--- config.mk ---
export PLATFORM = sky130hd
export DESIGN_NAME = alu_seq_unit
export DESIGN_NICKNAME = d
export VERILOG_FILES = /design/src/rtl/alu_seq_unit_pkg.sv /design/src/rtl/alu_seq_unit_comb.sv /design/src/rtl/alu_seq_unit.sv
export SDC_FILE = /design/constraint.sdc
export NUM_CORES = 1
export LEC_CHECK = 0
export ABC_AREA = 1
export CAP_MARGIN = 20
export CELL_PAD_IN_SITES_DETAIL_PLACEMENT = 1
export CELL_PAD_IN_SITES_GLOBAL_PLACEMENT = 2
export CORE_UTILIZATION = 33
export CTS_BUF_LIST = sky130_fd_sc_hd__clkbuf_8
export DETAILED_ROUTE_END_ITERATION = 16
export PLACE_DENSITY = 0.91
export SYNTH_ARGS = -nofsm -noshare
export SYNTH_HDL_FRONTEND = slang
export SYNTH_SLANG_ARGS = --single-unit
export TNS_END_PERCENT = 50
--- constraint.sdc ---
create_clock -name clk -period 3.4 [get_ports clk]
set_input_delay 0.51 -clock clk [delete_from_list [all_inputs] [get_ports clk]]
set_output_delay 0.51 -clock clk [all_outputs]
set_load 0.02 [all_outputs]
--- src/rtl/alu_seq_unit_pkg.sv ---
`default_nettype none
// ============================================================================
//  Package : alu_pkg
//  Purpose : Shared definitions for the sequential ALU unit: opcode
//            encodings, FSM state type and flag bit positions.
//  Revision: 1.0  initial release
// ============================================================================
package alu_pkg;

    localparam logic [3:0] OP_ADD  = 4'h0;
    localparam logic [3:0] OP_SUB  = 4'h1;
    localparam logic [3:0] OP_SHL  = 4'h2;
    localparam logic [3:0] OP_SHR  = 4'h3;
    localparam logic [3:0] OP_CMP  = 4'h4;
    localparam logic [3:0] OP_AND  = 4'h5;
    localparam logic [3:0] OP_OR   = 4'h6;
    localparam logic [3:0] OP_XOR  = 4'h7;
    localparam logic [3:0] OP_NAND = 4'h8;
    localparam logic [3:0] OP_NOR  = 4'h9;
    localparam logic [3:0] OP_XNOR = 4'hA;
    localparam logic [3:0] OP_NOT  = 4'hB;
    localparam logic [3:0] OP_NEG  = 4'hC;
    localparam logic [3:0] OP_STO  = 4'hD;
    localparam logic [3:0] OP_SWP  = 4'hE;
    localparam logic [3:0] OP_LOAD = 4'hF;

    typedef enum logic [0:0] {
        ST_IDLE  = 1'b0,
        ST_SHIFT = 1'b1
    } state_t;

    // Bit positions inside the packed flag vector
    localparam int FLAG_Z = 0;
    localparam int FLAG_N = 1;
    localparam int FLAG_C = 2;
    localparam int FLAG_V = 3;
    localparam int FLAG_W = 4;

endpackage
`default_nettype wire

--- src/rtl/alu_seq_unit_comb.sv ---
`default_nettype none
// ============================================================================
//  Module  : alu_comb
//  Purpose : Purely combinational next-state compute for every op that
//            retires on its accept edge (all ops except SHL/SHR with n>0).
//  Ports   : op         opcode
//            a, b       current A and B registers
//            data       load value (LOAD only)
//            flags_in   current flags {V,C,N,Z}
//            a_next     next A
//            b_next     next B (differs from b only for SWP)
//            flags_next next flags
//  Revision: 1.0  initial release
// ============================================================================
module alu_comb
    import alu_pkg::*;
#(
    parameter int WIDTH = 8
) (
    input  logic [3:0]        op,
    input  logic [WIDTH-1:0]  a,
    input  logic [WIDTH-1:0]  b,
    input  logic [WIDTH-1:0]  data,
    input  logic [FLAG_W-1:0] flags_in,
    output logic [WIDTH-1:0]  a_next,
    output logic [WIDTH-1:0]  b_next,
    output logic [FLAG_W-1:0] flags_next
);

    localparam int MSB = WIDTH - 1;

    logic [WIDTH:0]   add_sum;
    logic [WIDTH:0]   sub_sum;
    logic [WIDTH-1:0] neg_val;
    logic [WIDTH-1:0] res;
    logic             wr_a;
    logic             upd_zn;
    logic             upd_cv;
    logic             c_new;
    logic             v_new;

    assign add_sum = {1'b0, a} + {1'b0, b};
    // Carry out of A + ~B + 1 is the "no borrow" indication
    assign sub_sum = {1'b0, a} + {1'b0, ~b} + {{WIDTH{1'b0}}, 1'b1};
    assign neg_val = '0 - a;

    always_comb begin
        res    = a;
        wr_a   = 1'b0;
        upd_zn = 1'b0;
        upd_cv = 1'b0;
        c_new  = 1'b0;
        v_new  = 1'b0;
        b_next = b;
        case (op)
            OP_ADD: begin
                res    = add_sum[WIDTH-1:0];
                wr_a   = 1'b1;
                upd_zn = 1'b1;
                upd_cv = 1'b1;
                c_new  = add_sum[WIDTH];
                v_new  = (a[MSB] == b[MSB]) && (add_sum[MSB] != a[MSB]);
            end
            OP_SUB, OP_CMP: begin
                // CMP computes the same difference but leaves A untouched
                res    = sub_sum[WIDTH-1:0];
                wr_a   = (op == OP_SUB);
                upd_zn = 1'b1;
                upd_cv = 1'b1;
                c_new  = sub_sum[WIDTH];
                v_new  = (a[MSB] != b[MSB]) && (sub_sum[MSB] != a[MSB]);
            end
            OP_SHL, OP_SHR: begin
                // Zero shift count only; non-zero counts run in the FSM
                upd_zn = 1'b1;
                upd_cv = 1'b1;
            end
            OP_AND:  begin res = a & b;    wr_a = 1'b1; upd_zn = 1'b1; upd_cv = 1'b1; end
            OP_OR:   begin res = a | b;    wr_a = 1'b1; upd_zn = 1'b1; upd_cv = 1'b1; end
            OP_XOR:  begin res = a ^ b;    wr_a = 1'b1; upd_zn = 1'b1; upd_cv = 1'b1; end
            OP_NAND: begin res = ~(a & b); wr_a = 1'b1; upd_zn = 1'b1; upd_cv = 1'b1; end
            OP_NOR:  begin res = ~(a | b); wr_a = 1'b1; upd_zn = 1'b1; upd_cv = 1'b1; end
            OP_XNOR: begin res = ~(a ^ b); wr_a = 1'b1; upd_zn = 1'b1; upd_cv = 1'b1; end
            OP_NOT:  begin res = ~a;       wr_a = 1'b1; upd_zn = 1'b1; upd_cv = 1'b1; end
            OP_NEG: begin
                res    = neg_val;
                wr_a   = 1'b1;
                upd_zn = 1'b1;
                upd_cv = 1'b1;
                c_new  = (a == '0);
                v_new  = (a == {1'b1, {(WIDTH-1){1'b0}}});
            end
            OP_SWP: begin
                res    = b;
                wr_a   = 1'b1;
                b_next = a;
            end
            OP_LOAD: begin
                res    = data;
                wr_a   = 1'b1;
                upd_zn = 1'b1;
            end
            default: begin
                // OP_STO: nothing changes, the op only retires
            end
        endcase

        a_next     = wr_a ? res : a;
        flags_next = flags_in;
        if (upd_zn) begin
            flags_next[FLAG_Z] = (res == '0);
            flags_next[FLAG_N] = res[MSB];
        end
        if (upd_cv) begin
            flags_next[FLAG_C] = c_new;
            flags_next[FLAG_V] = v_new;
        end
    end

endmodule
`default_nettype wire

--- src/rtl/alu_seq_unit.sv ---
`default_nettype none
// ============================================================================
//  Module  : alu_seq_unit
//  Purpose : Registered ALU execution unit with accumulator A and operand
//            register B. One op per valid/ready handshake; multi-bit shifts
//            iterate one bit per cycle in the SHIFT state.
//  Ports   : clk, rst          clock, asynchronous active-high reset
//            in_valid/in_ready op handshake (ready only in IDLE)
//            in_op, in_data    opcode and load value
//            out_done          one-cycle retire pulse
//            out_result, out_b A and B registers
//            flag_z/n/c/v      zero, negative, carry, signed overflow
//  Revision: 1.0  initial release
// ============================================================================
module alu_seq_unit
    import alu_pkg::*;
#(
    parameter int               WIDTH     = 8,
    parameter logic [WIDTH-1:0] RESET_VAL = '0
) (
    input  logic             clk,
    input  logic             rst,
    input  logic             in_valid,
    output logic             in_ready,
    input  logic [3:0]       in_op,
    input  logic [WIDTH-1:0] in_data,
    output logic             out_done,
    output logic [WIDTH-1:0] out_result,
    output logic [WIDTH-1:0] out_b,
    output logic             flag_z,
    output logic             flag_n,
    output logic             flag_c,
    output logic             flag_v
);

    localparam int                 SHAMT_W   = $clog2(WIDTH) + 1;
    localparam logic [SHAMT_W-1:0] MAX_SHAMT = SHAMT_W'(WIDTH);

    state_t              state;
    logic [WIDTH-1:0]    a_reg;
    logic [WIDTH-1:0]    b_reg;
    logic [FLAG_W-1:0]   flags;
    logic [SHAMT_W-1:0]  cnt;
    logic                shift_left;
    logic                done_reg;

    logic [WIDTH-1:0]    comb_a;
    logic [WIDTH-1:0]    comb_b;
    logic [FLAG_W-1:0]   comb_flags;
    logic [SHAMT_W-1:0]  shamt_raw;
    logic [SHAMT_W-1:0]  shamt;
    logic                is_shift;
    logic [WIDTH-1:0]    shift_val;
    logic                shift_out;

    alu_comb #(.WIDTH(WIDTH)) u_comb (
        .op         (in_op),
        .a          (a_reg),
        .b          (b_reg),
        .data       (in_data),
        .flags_in   (flags),
        .a_next     (comb_a),
        .b_next     (comb_b),
        .flags_next (comb_flags)
    );

    // Shift count saturates at WIDTH: anything larger clears A just the same
    assign shamt_raw = b_reg[SHAMT_W-1:0];
    assign shamt     = (shamt_raw > MAX_SHAMT) ? MAX_SHAMT : shamt_raw;
    assign is_shift  = (in_op == OP_SHL) || (in_op == OP_SHR);

    assign shift_val = shift_left ? {a_reg[WIDTH-2:0], 1'b0} : {1'b0, a_reg[WIDTH-1:1]};
    assign shift_out = shift_left ? a_reg[WIDTH-1] : a_reg[0];

    always_ff @(posedge clk or posedge rst) begin
        if (rst) begin
            state      <= ST_IDLE;
            a_reg      <= RESET_VAL;
            b_reg      <= RESET_VAL;
            flags      <= '0;
            cnt        <= '0;
            shift_left <= 1'b0;
            done_reg   <= 1'b0;
        end else begin
            done_reg <= 1'b0;
            case (state)
                ST_IDLE: begin
                    if (in_valid) begin
                        if (is_shift && (shamt != '0)) begin
                            cnt        <= shamt;
                            shift_left <= (in_op == OP_SHL);
                            state      <= ST_SHIFT;
                        end else begin
                            a_reg    <= comb_a;
                            b_reg    <= comb_b;
                            flags    <= comb_flags;
                            done_reg <= 1'b1;
                        end
                    end
                end
                ST_SHIFT: begin
                    a_reg         <= shift_val;
                    flags[FLAG_Z] <= (shift_val == '0);
                    flags[FLAG_N] <= shift_val[WIDTH-1];
                    flags[FLAG_C] <= shift_out;
                    flags[FLAG_V] <= 1'b0;
                    cnt           <= cnt - SHAMT_W'(1);
                    if (cnt == SHAMT_W'(1)) begin
                        state    <= ST_IDLE;
                        done_reg <= 1'b1;
                    end
                end
                default: state <= ST_IDLE;
            endcase
        end
    end

    assign in_ready   = (state == ST_IDLE);
    assign out_done   = done_reg;
    assign out_result = a_reg;
    assign out_b      = b_reg;
    assign flag_z     = flags[FLAG_Z];
    assign flag_n     = flags[FLAG_N];
    assign flag_c     = flags[FLAG_C];
    assign flag_v     = flags[FLAG_V];

endmodule
`default_nettype wire
==> impl_metrics.ini, run 1 <==
[outcome]
status = complete, no violations

[placed_design]
finalWeightedCongestion = 0.967
io_buffers = 36
place_hpwl_mm = 10.9
post-place-ws_ns = 0.569

[timing]
setup_ws_ns = 0.519
fin_worst_skew_ns = 0.00777
rsz0062_at_grt = false
fmax_mhz = 347
finalSetupViolations = 0
hold_ws_ns = 0.504
slew_violations = 0
worst_pin_slew_ns = 0.644
hold_viol_final = 0
period_needed_ns = 2.88
tns_ns = 0
post-route-period-util_pct = 84.7
maxSlewHeadroom_pct = 56.9

[yosys]
ys_warn_count = 0
ys_async_sr_fraction_pct = 100
syn_inst = 559
yosys.area.top_type_share_pct = 21.8
syn_area_um2 = 3230
netlist_top_cells_area = nand2_1, dfrtp_1, ha_1
synth_fp_nets = 603
ys.flop_type = dfrtp_1
syn_avg_cell_area_um2 = 5.79
ys_types = 27
ys_seq_elements = 27
synth_edf_count = 0
synth_top_area_cell = nand2_1
yosysSeqAreaShare_pct = 20.9

[pwr]
peakVddDrop_mv = 0.465
p_leak_nw = 1.94
p_per_area_nw_per_um2 = 910

[layout]
mostFrequentLayoutCell = nand2_1
final_nets = 649
n_antenna_cell = 0
drive_above_1_share_pct = 3.15
nFillCells = 1340
layout-area-overhead-vs-synth_pct = 20.1
final_cell_mix = nand2_1, nor2_1, inv_1

[setup_path]
cp-start-kind = flop
path_class = flop to flop
timing.rr.start = out_result[0]$_DFFE_PP0P_
cp.required_ns = 3.61
worstPathArrival_ns = 3.09
regToRegSetupSlack_ns = 0.52
worstRegToRegCells = 15
end_kind = flop
cp_max_fo = 12
regToRegEndpoint = flags[0]$_DFFE_PP0P_

[floorplan]
initial_utilization_pct = 34.5
core_area_um2 = 9370
pin_count = 37
row_count = 35
die_area_um2 = 10200
chipHeight_um = 101
chipWidth_um = 101

[routing]
avgViaCountPerCell = 5.32
route.detailed.drc = 0
routed_wl_mm = 13.2
num_vias = 3898
wire_per_inst_um = 18.0
detail-route-antenna-nets = 0
first_pass_iters = 4
drt_iter0_markers = 197

[clocking]
clock_latency_ns = 0.27
cts_root_buffer = clkbuf_8
cts_sinks = 27
clkTransAtPathRegs_ns = 0.09
numCtsBuffers = 3
htreeDepth = 1
cts_resized = 0
post-cts-setup-buffers = 0
postCtsHoldBufs = 0
clock_tree.buffer_depth = 2
cts_tree = done

[grt]
busiest_layer = met2
grt.met2_usage_pct = 45.5
grt_overflow = 0
grt_usage_pct = 26.9
met1_usage_pct = 36.1
use_met3_pct = 2.36
grt_first_pass_wirelength_mm = 21.0
grt_pass1_vias = 3950
antenna_found_initial = 0
grt_max_degree = 28

[run]
maxCapViolCount = 0

[hold_path]
hold_path_class = input pin to async pin
==> cell type report <==
cell class | count | area, um^2 | share of cell area, %
clock inverters | 1 | 3.75 | 0.0966
multi-input cells | 453 | 2260 | 58.1
clock buffers | 3 | 41.3 | 1.06
inverters | 71 | 267 | 6.86
repair buffers | 49 | 478 | 12.3
well taps | 129 | 161 | 4.16
flip-flops and latches | 27 | 676 | 17.4
==> metal layers <==
layer	vias to the layer above	share of wire (%)
li1	1899	-
met1	1869	47
met2	100	46
met3	30	3.5
met4	0	3.3
met5	-	0
==> power breakdown <==
group / total [mW] / switching [mW] / internal, mW / leakage, nW
clock network: 0.179 / 0.0982 / 0.0810 / 0.0269
logic: 2.64 / 1.73 / 0.913 / 1.58
registers: 0.712 / 0.243 / 0.469 / 0.341
==> kinds of logic after synthesis <==
logic type / Yosys count / synth area share (%)
xor gates and xnor gates: 4 / 1.08
adders and majority gates: 29 / 11.7
and+or+nand+nor: 341 / 43.2
AOI/OAI and AO/OA: 79 / 13.8
DFF: 27 / 20.9
buffers and inverters: 79 / 9.32
==> worst max-delay path, stage by stage, from the launching register on <==
cell	delay, ns
dfrtp_1	0.46
clkinv_1	0.38
ha_1	0.41
fa_1	0.41
xor2_1	0.15
nand2_1	0.08
nand2_1	0.05
nor2_1	0.11
nand3_1	0.08
nor2_1	0.20
nand2_1	0.08
nor2_1	0.09
nand2_1	0.07
nor2_1	0.11
nor2_1	0.05
nor2_1	0.10
==> metrics by stage <==
step           instances  util, %  power [mW]  area, um^2
5_1_grt              733     41.4        3.87        3880
6_report             733     41.4        3.53        3880
2_1_floorplan        559        -        2.34        3230
3_3_place_gp         728     40.7        3.26        3810
3_5_place_dp         728     40.7        3.33        3810
4_1_cts              732     41.1        3.53        3860
==> worst max path at each step <==
| stage | from | end | slack (ns) | cells after the start |
|---|---|---|---|---|
| floorplan | out_result[0]$_DFFE_PP0P_ | flags[0]$_DFFE_PP0P_ | 1.01 | 15 |
| global placement | in_op[1] | flags[0]$_DFFE_PP0P_ | 0.48 | 14 |
| detailed placement | in_op[1] | flags[0]$_DFFE_PP0P_ | 0.57 | 14 |
| CTS | out_result[0]$_DFFE_PP0P_ | flags[0]$_DFFE_PP0P_ | 0.56 | 15 |
| global route | out_result[0]$_DFFE_PP0P_ | flags[0]$_DFFE_PP0P_ | 0.25 | 15 |
| finish | out_result[0]$_DFFE_PP0P_ | flags[0]$_DFFE_PP0P_ | 0.52 | 15 |
==> sequential cells by signal, indices dropped and copies added, names as in the netlist <==
name / cells
flags: 4
cnt: 4
out_done: 1
state: 1
out_result: 8
shift_left: 1
out_b: 8
==> synthesized netlist by cell type (2+ instances only) <==
master    number
nand2_1      188
nor2_1        82
inv_1         67
nand3_1       54
o21ai_0       46
dfrtp_1       27
ha_1          27
a21oi_1       16
nand4_1       13
o221ai_1       7
buf_2          4
clkbuf_1       4
clkinv_1       4
o22ai_1        3
xor2_1         3
fa_1           2
o21bai_1       2
Note: power is estimated with default switching activity, not from simulation.
==> run 2: changes to the inputs <==
- CORE_UTILIZATION: 33 -> 31
- PLACE_DENSITY: 0.91 -> 0.86
- clock period: 3.4 -> 2.8 ns (I/O delays scaled with it)
==> run 2 against run 1 <==
Against the previous run: combinational power grew 32%; final cell count grew 3.5%; die area grew 6.3%; count of clock-buffer cells in the layout is the same; largest power group unchanged; first-iteration DRC count shrank 11%; non-clock buffer count grew 22.
==> impl_metrics.ini, run 2 (synthesized netlist as in run 1, its figures left out) <==
[clocking]
clock_tree.buffer_depth = 2
post-cts-setup-buffers = 0
htreeDepth = 1
cts_root_buffer = clkbuf_8
cts_tree = done
clock_latency_ns = 0.28
clkTransAtPathRegs_ns = 0.10
numCtsBuffers = 3
postCtsHoldBufs = 0
cts_sinks = 27

[timing]
period_needed_ns = 2.58
worst_pin_slew_ns = 0.652
tns_ns = 0
rsz0062_at_grt = false
hold_viol_final = 0
fin_worst_skew_ns = 0.00460
maxSlewHeadroom_pct = 56.1
fmax_mhz = 387
finalSetupViolations = 0
hold_ws_ns = 0.499
slew_violations = 0
post-route-period-util_pct = 92.2

[routing]
avgViaCountPerCell = 5.19
route.detailed.drc = 0
routed_wl_mm = 13.9
num_vias = 3937
wire_per_inst_um = 18.4
drt_iter0_markers = 176
first_pass_iters = 4
detail-route-antenna-nets = 0

[grt]
antenna_found_initial = 0
grt_pass1_vias = 4023
grt_first_pass_wirelength_mm = 22.1
grt_max_degree = 28
grt_overflow = 0
grt_usage_pct = 26.0

[layout]
n_antenna_cell = 0
mostFrequentLayoutCell = nand2_1
drive_above_1_share_pct = 6.87
final_cell_mix = nand2_1, nor2_1, inv_1
layout-area-overhead-vs-synth_pct = 24.8
final_nets = 671

[floorplan]
chipHeight_um = 104
initial_utilization_pct = 32.5
pin_count = 37
chipWidth_um = 104
row_count = 36
die_area_um2 = 10800
core_area_um2 = 9950

[setup_path]
cp-start-kind = flop
cp_max_fo = 6
crit_family = simple AND/OR/NAND/NOR gates
end_kind = flop
cpPeakStageDelay_ns = 0.48
worstPathArrival_ns = 2.80
worstPathBufferInverterCount = 0
crit_path_frequent_cell = nor2_1
crit_chain = ha_1, fa_1, or2_2, nand3_1, nand2_1, nor2_1, nand3_1, nor2_1, nand2_1, nor2_1, nand2_1, nor2_1, nor2_1, nor2_1
cp.required_ns = 3.02
slowest_stage = dfrtp_1
path_class = flop to flop

[pwr]
comb_power_share_pct = 77.5
clock_power_share_pct = 5.1
switchingPower_mw = 2.58
p_leak_nw = 2.04
sequentialPowerShare_pct = 17.4
peakVddDrop_mv = 0.556
p_per_area_nw_per_um2 = 1120
p_sw_share_pct = 57.3
p_int_mw = 1.93

[placed_design]
io_buffers = 36
place_hpwl_mm = 11.5
finalWeightedCongestion = 0.967

[hold_path]
hold_path_class = input pin to async pin

[run]
maxCapViolCount = 0

[outcome]
status = complete, no violations
run 2: cell types whose count changed in the layout (fill, tap and decap cells not counted):
cell,delta
buf_16,-1
buf_4,+23
dfrtp_1,-2
dfrtp_2,+2
run 2: metal layers:
layer,track usage (%),vias to the layer above,wire length [um]
met2,43.9,73,6490
met3,1.63,9,502
met1,37.0,1921,6790
li1,-,1934,-
met5,0,-,0
met4,4.08,0,143
run 2: power by group through the flow:
| stage | Sequential, mW | Clock (mW) | Combinational [mW] |
|---|---|---|---|
| after floorplan | 0.936 | 0 | 1.90 |
| after global placement | 0.777 | 0 | 3.38 |
| after detailed placement | 0.789 | 0 | 3.45 |
| after CTS | 0.783 | 0.235 | 3.48 |
| after global routing | 0.817 | 0.249 | 3.85 |
| final | 0.785 | 0.229 | 3.49 |
run 2: per-stage QoR:
stage | util (%) | cell area, um^2 | total power, mW | cells | setup WS [ns]
detailed placement | 40.1 | 3990 | 4.24 | 755 | 0.0971
finish | 40.5 | 4040 | 4.51 | 759 | 0.218
CTS | 40.5 | 4030 | 4.49 | 759 | 0.198
floorplan | - | 3230 | 2.84 | 559 | 0.411
global route | 40.5 | 4040 | 4.92 | 759 | 0.103
global placement | 40.1 | 3990 | 4.15 | 755 | 0.146
run 2: worst reg2reg max path, stage by stage (launching register included):
cell and delay [ns]:
dfrtp_1 0.48, ha_1 0.27, fa_1 0.43, or2_2 0.31, nand3_1 0.08, nand2_1 0.08
nor2_1 0.11, nand3_1 0.09, nor2_1 0.16, nand2_1 0.07, nor2_1 0.11, nand2_1 0.06
nor2_1 0.11, nor2_1 0.06, nor2_1 0.10
run 2: worst paths after layout:
| check | slack [ns] | cells after the start | end | from |
|---|---|---|---|---|
| worst max-delay path | 0.22 | 14 | flags[0]$_DFFE_PP0P_ | out_b[0]$_DFFE_PP0P_ |
| worst min-delay path | 0.50 | 3 | out_result[1]$_DFFE_PP0P_ | rst |
| worst max register to register | 0.22 | 14 | flags[0]$_DFFE_PP0P_ | out_b[0]$_DFFE_PP0P_ |
| worst min register to register | 0.52 | 2 | flags[3]$_DFFE_PP0P_ | flags[3]$_DFFE_PP0P_ |
| max in group asynchronous | 2.01 | 3 | out_b[1]$_DFFE_PP0P_ | rst |
| min in group clk | 0.52 | 2 | flags[3]$_DFFE_PP0P_ | flags[3]$_DFFE_PP0P_ |
run 2: final cells by class:
cell class                      instances  area (um^2)
Clock buffer                            3         41.3
Clock inverter                          1         3.75
Fill cell                            1367         5920
Inverter                               71          267
Multi-Input combinational cell        453         2260
Sequential cell                        27          678
Tap cell                              133          166
Timing Repair Buffer                   71          623
run 2: timing repair:
| item | 4_1_cts | 5_1_grt |
|---|---|---|
| resized for setup | 0 | 2 |
| endpoints found under the hold margin | 0 | 0 |
| setup endpoints to repair | 0 | 1 |
